**config.mk**
```make
export PLATFORM = sky130hd
export DESIGN_NAME = divclk_sched_flat
export DESIGN_NICKNAME = d
export VERILOG_FILES = /design/src/rtl/divclk_sched_if.sv /design/src/rtl/divclk_sched.sv /design/src/flat_wrapper.sv
export SDC_FILE = /design/constraint.sdc
export NUM_CORES = 1
export LEC_CHECK = 0
export CAP_MARGIN = 20
export CORE_UTILIZATION = 40
export DETAILED_ROUTE_END_ITERATION = 16
export PLACE_DENSITY = 0.61
export SLEW_MARGIN = 15
export SYNTH_ARGS = -nofsm -noshare
export SYNTH_HDL_FRONTEND = slang
export SYNTH_SLANG_ARGS = --single-unit
```
**constraint.sdc**
```tcl
create_clock -name clk -period 3.58 [get_ports clk]
set_input_delay 0.716 -clock clk [delete_from_list [all_inputs] [get_ports clk]]
set_output_delay 0.716 -clock clk [all_outputs]
set_load 0.01 [all_outputs]
```
**src/rtl/divclk_sched_if.sv**
```systemverilog
// Control and status bundle for the clock-divider scheduler.
// The master drives commands and the prescale setup; the slave returns ticks and status.
interface divclk_sched_if #(
   parameter int unsigned CNT_W = 4,
   parameter int unsigned DIV_W = 8
);
   logic             en_req;
   logic             start;
   logic             stop;
   logic             mode;
   logic [DIV_W-1:0] div_sel;
   logic [DIV_W-1:0] burst_len;
   logic             tick;
   logic [CNT_W-1:0] cnt;
   logic             wrap;
   logic             busy;
   logic             done;

   modport master (
      output en_req, start, stop, mode, div_sel, burst_len,
      input  tick, cnt, wrap, busy, done
   );

   modport slave (
      input  en_req, start, stop, mode, div_sel, burst_len,
      output tick, cnt, wrap, busy, done
   );
endinterface

```
**src/rtl/divclk_sched.sv**
```systemverilog
// Single-clock, clock-enable replacement for the ripple divider chain: a prescaler
// produces tick strobes and a tap counter, in continuous or fixed-length burst mode.
module divclk_sched #(
   parameter int unsigned CNT_W = 4,
   parameter int unsigned DIV_W = 8
) (
   input logic            clk,
   input logic            rst,
   divclk_sched_if.slave  bus
);

   typedef enum logic [1:0] {StIdle, StRun, StHold} state_e;

   state_e           state_q, state_d;
   logic [DIV_W-1:0] pre_q, pre_d;
   logic [DIV_W-1:0] rem_q, rem_d;
   logic [DIV_W-1:0] div_l_q, div_l_d;
   logic             mode_l_q, mode_l_d;
   logic [CNT_W-1:0] cnt_q, cnt_d;
   logic             tick_q, tick_d;
   logic             wrap_q, wrap_d;
   logic             done_q, done_d;
   logic             busy_q, busy_d;
   logic             advance;

   always_comb begin
      state_d  = state_q;
      pre_d    = pre_q;
      rem_d    = rem_q;
      div_l_d  = div_l_q;
      mode_l_d = mode_l_q;
      cnt_d    = cnt_q;
      tick_d   = 1'b0;
      wrap_d   = 1'b0;
      done_d   = 1'b0;
      advance  = 1'b0;

      unique case (state_q)
         StIdle: begin
            if (bus.start && !bus.stop) begin
               // A zero-length burst completes immediately without ever running.
               if (bus.mode && (bus.burst_len == '0)) begin
                  done_d = 1'b1;
               end else begin
                  state_d  = StRun;
                  pre_d    = bus.div_sel;
                  div_l_d  = bus.div_sel;
                  rem_d    = bus.burst_len;
                  mode_l_d = bus.mode;
                  cnt_d    = '0;
               end
            end
         end
         StRun: begin
            if (bus.stop) begin
               state_d = StIdle;
            end else if (!bus.en_req) begin
               state_d = StHold;
            end else begin
               advance = 1'b1;
            end
         end
         StHold: begin
            if (bus.stop) begin
               state_d = StIdle;
            end else if (bus.en_req) begin
               // Resume counting on this same edge so no enabled cycle is lost.
               state_d = StRun;
               advance = 1'b1;
            end
         end
         default: state_d = StIdle;
      endcase

      if (advance) begin
         if (pre_q == '0) begin
            tick_d = 1'b1;
            pre_d  = div_l_q;
            cnt_d  = cnt_q + 1'b1;
            wrap_d = &cnt_q;
            if (mode_l_q) begin
               rem_d = rem_q - 1'b1;
               if (rem_q == DIV_W'(1)) begin
                  done_d  = 1'b1;
                  state_d = StIdle;
               end
            end
         end else begin
            pre_d = pre_q - 1'b1;
         end
      end
   end

   assign busy_d = (state_d != StIdle);

   always_ff @(posedge clk) begin
      if (rst) begin
         state_q  <= StIdle;
         pre_q    <= '0;
         rem_q    <= '0;
         div_l_q  <= '0;
         mode_l_q <= 1'b0;
         cnt_q    <= '0;
         tick_q   <= 1'b0;
         wrap_q   <= 1'b0;
         done_q   <= 1'b0;
         busy_q   <= 1'b0;
      end else begin
         state_q  <= state_d;
         pre_q    <= pre_d;
         rem_q    <= rem_d;
         div_l_q  <= div_l_d;
         mode_l_q <= mode_l_d;
         cnt_q    <= cnt_d;
         tick_q   <= tick_d;
         wrap_q   <= wrap_d;
         done_q   <= done_d;
         busy_q   <= busy_d;
      end
   end

   assign bus.tick = tick_q;
   assign bus.cnt  = cnt_q;
   assign bus.wrap = wrap_q;
   assign bus.busy = busy_q;
   assign bus.done = done_q;

endmodule

```
**src/flat_wrapper.sv**
```systemverilog
// flat-port wrapper written by rule: the top's interface ports become plain ports
module divclk_sched_flat 
#(
   parameter int unsigned CNT_W = 4,
   parameter int unsigned DIV_W = 8
)
  (clk, rst, bus_en_req, bus_start, bus_stop, bus_mode, bus_div_sel, bus_burst_len, bus_tick, bus_cnt, bus_wrap, bus_busy, bus_done);
  divclk_sched_if #(.CNT_W(CNT_W), .DIV_W(DIV_W)) bus_i ();
  input logic clk;
  input logic rst;
  input wire logic [$bits(bus_i.en_req)-1:0] bus_en_req;
  input wire logic [$bits(bus_i.start)-1:0] bus_start;
  input wire logic [$bits(bus_i.stop)-1:0] bus_stop;
  input wire logic [$bits(bus_i.mode)-1:0] bus_mode;
  input wire logic [$bits(bus_i.div_sel)-1:0] bus_div_sel;
  input wire logic [$bits(bus_i.burst_len)-1:0] bus_burst_len;
  output wire logic [$bits(bus_i.tick)-1:0] bus_tick;
  output wire logic [$bits(bus_i.cnt)-1:0] bus_cnt;
  output wire logic [$bits(bus_i.wrap)-1:0] bus_wrap;
  output wire logic [$bits(bus_i.busy)-1:0] bus_busy;
  output wire logic [$bits(bus_i.done)-1:0] bus_done;
  assign bus_i.en_req = bus_en_req;
  assign bus_i.start = bus_start;
  assign bus_i.stop = bus_stop;
  assign bus_i.mode = bus_mode;
  assign bus_i.div_sel = bus_div_sel;
  assign bus_i.burst_len = bus_burst_len;
  assign bus_tick = bus_i.tick;
  assign bus_cnt = bus_i.cnt;
  assign bus_wrap = bus_i.wrap;
  assign bus_busy = bus_i.busy;
  assign bus_done = bus_i.done;
  divclk_sched #(.CNT_W(CNT_W), .DIV_W(DIV_W)) u_core (.clk(clk), .rst(rst), .bus(bus_i));
endmodule
```
==> impl_metrics.yaml, run 1 <==
cts:
  h-tree-depth: 2
  cts-hold-fix-buffers: 0
  cts-root-buf: "clkbuf_8"
  clk_latency_ns: 0.29
  cts_tree: "built"
  post_cts_buffers: 0
  numCtsBuffers: 5
  cts.clk_slew.worst_paths_ns: 0.07
  cts_sinks: 35
  post_cts_resized: 0
  clock_path_buffers: 2
placed_design:
  port_buffers: 29
  dp_hpwl_um: 3200
  gp_congestion: 0.824
synth:
  yosysWarnings: 0
  async_flop_share_pct: 0
  avgSynthCellArea_um2: 8.33
  synth-edff-count: 0
  synthFlopType: "dfxtp_1"
  netlist_instances: 234
  ys_types: 52
  ys_seq_elements: 35
  synthesis.area_mm2: 0.00195
  synth.net_count: 264
  ys_seq_area_share_pct: 35.9
setup_path:
  rrSetupSlack_ns: 1.10
  cp.required_ns: 3.76
  endpoint_kind: "register"
  crit_path_start_kind: "primary input"
  r2r_end: "u_core.rem_q[7]"
  ff2ff_path_depth: 6
  rr_startpoint: "u_core.pre_q[0]"
  path_max_fanout: 20
  worst_ep_arrival_time_ns: 2.88
  crit_type: "in -> reg"
timing:
  maxSlewHeadroom_pct: 43.2
  tns_ns: 0
  worstMarginPinSlew_ns: 0.852
  timing.fmax_ghz: 0.370
  rsz0062_at_grt: "no"
  finalSetupViolations: 0
  clock-skew-final_ns: 0.00847
  min_period_ns: 2.70
  final_hold_viol_count: 0
  final-max-slew-violation-count: 0
  fin_crit_sh_pct: 75.5
global_routing:
  grt_usage_pct: 19.0
  grt_pass1_wl_um: 7710
  grt_overflow: 0
  antenna_found_initial: 0
  grt_max_degree: 28
  grt_pass1_vias: 1620
floorplan:
  pin_count: 30
  die-area_mm2: 0.00516
  initial_core_util_pct: 41.5
  die_w_um: 71.8
  rows: 25
  coreArea_mm2: 0.00469
  die_h_um: 71.8
min_path:
  min_to: "u_core.div_l_q[3]"
  hold_start: "u_core.div_l_q[3]"
  hold_path_class: "reg -> reg"
  holdPathStages: 2
outcome:
  status: "complete, no violations"
power_and_ir_drop:
  vdd_drop_max_mv: 0.222
  p_leak_nw: 0.827
  power-per-cell-area_mw_per_mm2: 386
  power_w: 0.000909
flow_run:
  maxCapViolCount: 0
layout:
  antenna_cells: 0
  fin_nets: 290
  final_core_util_pct: 50.2
  final_cell_mix: "35 x dfxtp_1, 32 x nand2_1, 29 x clkdlybuf4s50_1"
  multi_input_area_mm2: 0.00115
  layout_commonest_cell: "dfxtp_1"
  regArea_um2: 701
  fillers: 465
  drive_above_1_share_pct: 8.05
  syn_to_final_growth_pct: 20.8
detailed_routing:
  remaining_drc_errors: 0
  postRouteAntennaNets: 0
  routed_wl_um: 4640
  vias: 1870
  initialDrtViolationCount: 74
  wl_per_cell_um: 14.7
  vias_per_cell: 5.94
  first_pass_iters: 4
## cells by family after synthesis
family	after synthesis	synth area share, %
AO/OA/AOI/OAI	72	25.4
flip-flops	35	35.9
adder cells (fa/ha/maj)	8	5.13
multiplexers	2	1.03
XOR/XNOR	2	0.899
buffers and inverters	23	5.58
AND/OR/NAND/NOR	92	26.0
## area by class of cell
cell class | instances | share of cell area [%]
Sequential cell | 35 | 29.8
Multi-Input combinational cell | 176 | 48.8
Tap cell | 54 | 2.87
Clock inverter | 3 | 0.638
Clock buffer | 5 | 2.92
Timing Repair Buffer | 33 | 13.6
Inverter | 9 | 1.43
## worst max-delay path, cell delays in order
cell             delay [ns]
clkdlybuf4s50_1        0.42
or4_1                  0.64
o31a_1                 0.60
a221oi_1               0.38
a21oi_1                0.11
## sequential cells by signal (all words and copies together) (netlist names)
name and flops:
u_core.bus.wrap 1, u_core.bus.busy 1, u_core.bus.cnt 4, u_core.rem_q 8
u_core.bus.done 1, u_core.mode_l_q 1, u_core.bus.tick 1, u_core.state_q 2
u_core.div_l_q 8, u_core.pre_q 8
## cells in the mapped netlist (all sizes together) (2+ instances only)
library cell	n	area share [%]
or3	3	1.2
nor2	6	1.2
a31oi	6	1.9
o31ai	5	2.2
ha	8	5.1
or4	5	2.1
clkbuf	10	1.9
a211oi	7	2.7
a221oi	4	1.8
inv	9	1.7
nand2b	3	0.96
buf	4	1.9
o21ai	9	2.3
o31a	3	1.3
a21o	2	0.77
a21oi	20	5.1
nand2	32	6.2
and3b	2	0.90
or4b	2	1.0
nor3	7	2.1
or3b	2	0.90
nand4b	2	0.90
mux2i	2	1.0
nor2b	3	0.96
dfxtp	35	36
nand3	10	2.6
a311oi	5	2.2
and3	2	0.64
nor4	7	2.2
o32ai	2	0.90
## per-layer routing
layer	GRT usage, %	vias to the layer above	routed length (µm)
met3	4.08	8	225
met1	26.4	880	2340
met2	29.1	48	2020
met5	0	-	0
met4	6.54	0	53
li1	-	934	-
## report_power, final
group | total (W) | switching [W] | internal, W
combinational | 0.000193 | 0.000106 | 0.0000874
sequential | 0.000433 | 0.0000225 | 0.000410
clock | 0.000283 | 0.000150 | 0.000133
## how the worst max path moves through the flow
stage | start | endpoint | slack, ns | cells after the start
CTS | bus_burst_len[3] | u_core.bus.busy | 0.86 | 5
finish | bus_burst_len[3] | u_core.bus.busy | 0.88 | 5
floorplan | bus_burst_len[3] | u_core.pre_q[0] | 1.12 | 5
global route | bus_stop | u_core.pre_q[3] | 0.72 | 5
detailed placement | bus_burst_len[3] | u_core.bus.busy | 0.56 | 5
global placement | bus_burst_len[3] | u_core.bus.busy | 0.62 | 5
## stage by stage
step | area, µm² | setup WS, ns | hold WS, ns | cells
final | 2350 | 0.878 | 0.458 | 315
after global routing | 2350 | 0.719 | 0.479 | 315
after CTS | 2350 | 0.864 | 0.461 | 315
after detailed placement | 2270 | 0.558 | 0.451 | 307
after global placement | 2270 | 0.625 | 0.446 | 307
after floorplan | 1950 | 1.12 | 0.432 | 234
Power figures use the tool's default switching activity.
==> run 2: changes to the inputs <==
==> constraint.sdc (replaced) <==
create_clock -name clk -period 2.5 [get_ports clk]
set_input_delay 0.5 -clock clk [delete_from_list [all_inputs] [get_ports clk]]
set_output_delay 0.5 -clock clk [all_outputs]
set_load 0.01 [all_outputs]
==> impl_metrics.yaml, run 2 (same netlist as run 1, synthesis figures left out) <==
outcome:
  status: "complete, no violations"
cts:
  cts-hold-fix-buffers: 0
  cts_sinks: 35
  cts-root-buf: "clkbuf_8"
  cts.clk_slew.worst_paths_ns: 0.07
  cts_tree: "built"
  clock_path_buffers: 2
  clk_latency_ns: 0.29
  post_cts_buffers: 0
  h-tree-depth: 2
  numCtsBuffers: 5
  post_cts_resized: 0
timing:
  timing.fmax_ghz: 0.436
  maxSlewHeadroom_pct: 59.1
  fin_crit_sh_pct: 91.6
  final_hold_viol_count: 0
  clock-skew-final_ns: 0.00683
  final-max-slew-violation-count: 0
  finalSetupViolations: 0
  min_period_ns: 2.29
  worstMarginPinSlew_ns: 0.608
  rsz0062_at_grt: "no"
layout:
  fin_nets: 313
  drive_above_1_share_pct: 15.5
  syn_to_final_growth_pct: 33.0
  fin_cells: 338
  antenna_cells: 0
  final_cell_mix: "35 x dfxtp_1, 32 x nand2_1, 29 x clkdlybuf4s50_1"
  largestRegisters: "u_core.div_l_q (8), u_core.pre_q (8), u_core.rem_q (8)"
  fillers: 463
  layout_commonest_cell: "dfxtp_1"
floorplan:
  pin_count: 30
  coreArea_mm2: 0.00469
  rows: 25
  initial_core_util_pct: 41.5
  die_h_um: 71.8
  die-area_mm2: 0.00516
  die_w_um: 71.8
setup_path:
  cpPeakStageDelay_ns: 0.57
  endpoint_kind: "register"
  crit_type: "in -> reg"
  worst_ep_arrival_time_ns: 2.49
  crit_path_start_kind: "primary input"
  path_max_fanout: 22
  cp_slowest_cell: "or4_1"
  path_cells: "clkdlybuf4s50_1, or4_1, buf_4, o31ai_4, buf_12, a21oi_1, a221oi_1"
  cp.required_ns: 2.70
placed_design:
  gp_congestion: 0.787
  dp_hpwl_um: 3550
  port_buffers: 29
  dp_cells: 330
min_path:
  hold_path_class: "reg -> reg"
global_routing:
  grt_pass1_vias: 1842
  grt_usage_pct: 21.0
  grt_pass1_wl_um: 8580
  grt_overflow: 0
  antenna_found_initial: 0
  grt_max_degree: 23
detailed_routing:
  postRouteAntennaNets: 0
  vias_per_cell: 5.74
  remaining_drc_errors: 0
  routed_wl_um: 4910
  initialDrtViolationCount: 72
  first_pass_iters: 4
  wl_per_cell_um: 14.5
  vias: 1940
power_and_ir_drop:
  p_leak_nw: 0.961
  power_w: 0.00155
  power-per-cell-area_mw_per_mm2: 599
  vdd_drop_max_mv: 0.259
flow_run:
  maxCapViolCount: 0
-- run 2: report_power, final --
| group | total (W) | internal (W) | switching, W | leakage [nW] |
|---|---|---|---|---|
| clock | 0.000619 | 0.000398 | 0.000221 | 0.0644 |
| sequential | 0.000621 | 0.000587 | 0.0000336 | 0.285 |
| combinational | 0.000314 | 0.000156 | 0.000158 | 0.611 |
| total | 0.00155 | 0.00114 | 0.000413 | 0.961 |
-- run 2: path summary, 6_finish.rpt --
path / from / end / slack (ns) / cells after the start
max: bus_burst_len[3] / u_core.pre_q[3] / 0.21 / 7
min: u_core.div_l_q[3] / u_core.div_l_q[3] / 0.46 / 2
max reg2reg: u_core.pre_q[0] / u_core.rem_q[3] / 0.30 / 6
min reg2reg: u_core.div_l_q[3] / u_core.div_l_q[3] / 0.46 / 2
-- run 2: final cells by class --
cell class	count	area, µm²	area share (%)
multi-input combinational	176	1150	44.3
sequential	35	701	27.0
timing repair buffer	56	505	19.5
clock buffer	5	68.8	2.65
clock inverter	3	67.6	2.61
tap	54	67.6	2.61
inverter	9	33.8	1.30
-- run 2: layer usage --
metal	track usage, %	up-vias	wire length [µm]
met5	0	-	0
met4	6.32	0	52
met3	5.49	4	260
met2	33.3	56	2170
met1	27.9	892	2430
li1	-	988	-
-- run 2: critical path: cells and delay by family --
| kind | cells | cell delay [ns] |
|---|---|---|
| compound gates | 3 | 0.60 |
| buf+inv | 3 | 0.81 |
| simple gates | 1 | 0.57 |
-- run 2: per-stage QoR --
| step | utilization, % | hold slack [ns] | instance area, µm² | setup WS (ns) | setup TNS (ns) |
|---|---|---|---|---|---|
| after floorplan | - | 0.432 | 1950 | 0.252 | 0 |
| after global placement | 52.3 | 0.447 | 2460 | -0.0300 | -0.0382 |
| after detailed placement | 52.3 | 0.451 | 2460 | -0.101 | -0.693 |
| after CTS | 55.3 | 0.463 | 2590 | 0.208 | 0 |
| after global routing | 55.3 | 0.485 | 2590 | 0.0770 | 0 |
| final | 55.3 | 0.461 | 2590 | 0.209 | 0 |
==> run 3: changes to the inputs <==
--- a/config.mk
+++ b/config.mk
@@ -5,9 +5,11 @@
 export SDC_FILE = /design/constraint.sdc
 export NUM_CORES = 1
 export LEC_CHECK = 0
+export ABC_CLOCK_PERIOD_IN_PS = 2500
 export CAP_MARGIN = 20
 export CORE_UTILIZATION = 40
 export DETAILED_ROUTE_END_ITERATION = 16
+export GPL_TIMING_DRIVEN = 0
 export PLACE_DENSITY = 0.61
 export SLEW_MARGIN = 15
 export SYNTH_ARGS = -nofsm -noshare
==> impl_metrics.yaml, run 3 (same netlist as run 1, synthesis figures left out) <==
layout:
  antenna_cells: 0
  final_design_area_no_fill_mm2: 0.00244
  final_cell_mix: "35 x dfxtp_1, 32 x nand2_1, 28 x clkdlybuf4s50_1"
  fillers: 475
  fin_nets: 301
  regArea_um2: 701
  fin_cells: 326
  largestRegisters: "u_core.div_l_q (8), u_core.pre_q (8), u_core.rem_q (8)"
  multi_input_area_mm2: 0.00118
  layout_commonest_cell: "dfxtp_1"
  syn_to_final_growth_pct: 25.0
  drive_above_1_share_pct: 9.56
global_routing:
  grt_overflow: 0
  grt_pass1_vias: 1783
  grt_pass1_wl_um: 8640
  grt_max_degree: 11
  antenna_found_initial: 0
  grt_usage_pct: 21.8
setup_path:
  endpoint_kind: "register"
  cp.required_ns: 2.72
  crit_type: "in -> reg"
  cp_slowest_cell: "or3b_2"
  path_cells: "clkdlybuf4s50_1, or3b_2, o31ai_4, clkbuf_1, nand3_1, a21oi_1"
  crit_path_start_kind: "primary input"
  cpPeakStageDelay_ns: 0.53
  worst_ep_arrival_time_ns: 2.57
  path_max_fanout: 10
detailed_routing:
  vias: 1921
  routed_wl_um: 5050
  wl_per_cell_um: 15.5
  initialDrtViolationCount: 90
  remaining_drc_errors: 0
  vias_per_cell: 5.89
  first_pass_iters: 4
  postRouteAntennaNets: 0
cts:
  cts_sinks: 35
  clock_path_buffers: 2
  cts-root-buf: "clkbuf_8"
  cts-hold-fix-buffers: 0
  h-tree-depth: 2
  cts_tree: "built"
  numCtsBuffers: 5
  clk_latency_ns: 0.29
  cts.clk_slew.worst_paths_ns: 0.07
min_path:
  hold_path_class: "reg -> reg"
timing:
  rsz0062_at_grt: "no"
  clock-skew-final_ns: 0.00774
  final-max-slew-violation-count: 0
  final_hold_viol_count: 0
  min_period_ns: 2.35
  timing.fmax_ghz: 0.425
  setup_ws_ns: 0.149
  maxSlewHeadroom_pct: 49.6
  fin_crit_sh_pct: 94.0
  finalSetupViolations: 0
  worstMarginPinSlew_ns: 0.754
floorplan:
  pin_count: 30
  die-area_mm2: 0.00516
  die_h_um: 71.8
  coreArea_mm2: 0.00469
  die_w_um: 71.8
  rows: 25
  initial_core_util_pct: 41.5
placed_design:
  placed_area_mm2: 0.00230
  port_buffers: 28
  gp_congestion: 0.842
  pre_cts_slack_ns: -0.766
  dp_hpwl_um: 3530
  dp_cells: 316
power_and_ir_drop:
  vdd_drop_max_mv: 0.337
  power-per-cell-area_mw_per_mm2: 548
  p_leak_nw: 0.852
flow_run:
  maxCapViolCount: 0
outcome:
  status: "complete, no violations"
==> run 3: final cells by class <==
class,instances,share of cell area (%)
inverters,9,1.39
clock buffers,7,3.13
plain buffers,14,3.24
multi-input cells,176,48.4
flip-flops and latches,35,28.8
clock inverters,1,0.205
repair buffers,30,12.1
well taps,54,2.77
==> run 3: metal layers <==
metal  vias to the layer above  part of all wire [%]  track usage [%]
li1                        961                     -                -
met1                       916                    49             28.0
met2                        37                    46             36.2
met3                         7                   3.7             6.19
met4                         0                   1.5             5.23
met5                         -                     0                0
==> run 3: what timing repair did <==
item	in CTS	in global routing
gates cloned	0	0
buffers inserted	2	0
resized for setup	4	7
pin swaps	1	0
endpoints found under the setup margin	27	16
==> run 3: critical path, delay by kind of cell <==
kind | cells | cell delay [ns]
compound gates | 2 | 0.45
buf+inv | 2 | 0.95
simple gates | 2 | 0.66
==> run 3: path summary, 6_finish.rpt <==
kind | from | endpoint | slack, ns | cells past startpoint
worst max register to register | u_core.pre_q[0] | u_core.rem_q[6] | 0.15 | 7
worst max-delay path | bus_mode | u_core.bus.cnt[1] | 0.15 | 6
worst min register to register | u_core.div_l_q[4] | u_core.div_l_q[4] | 0.46 | 2
worst min-delay path | u_core.div_l_q[4] | u_core.div_l_q[4] | 0.46 | 2
==> run 3: power breakdown <==
group | total [W] | internal [W] | switching (W)
Clock | 0.000405 | 0.000196 | 0.000209
Combinational | 0.000313 | 0.000139 | 0.000174
Sequential | 0.000617 | 0.000587 | 0.0000295
Total | 0.00134 | 0.000923 | 0.000413
==> run 3: metrics by stage <==
step	utilization (%)	TNS, ns	hold WS [ns]	total power (W)
after detailed placement	49.0	-15.42	0.454	0.000926
after global placement	49.0	-16.63	0.446	0.000923
final	51.9	0	0.460	0.00134
after CTS	51.4	0	0.461	0.00133
after global routing	51.9	0	0.488	0.00141
after floorplan	-	0	0.432	0.000825
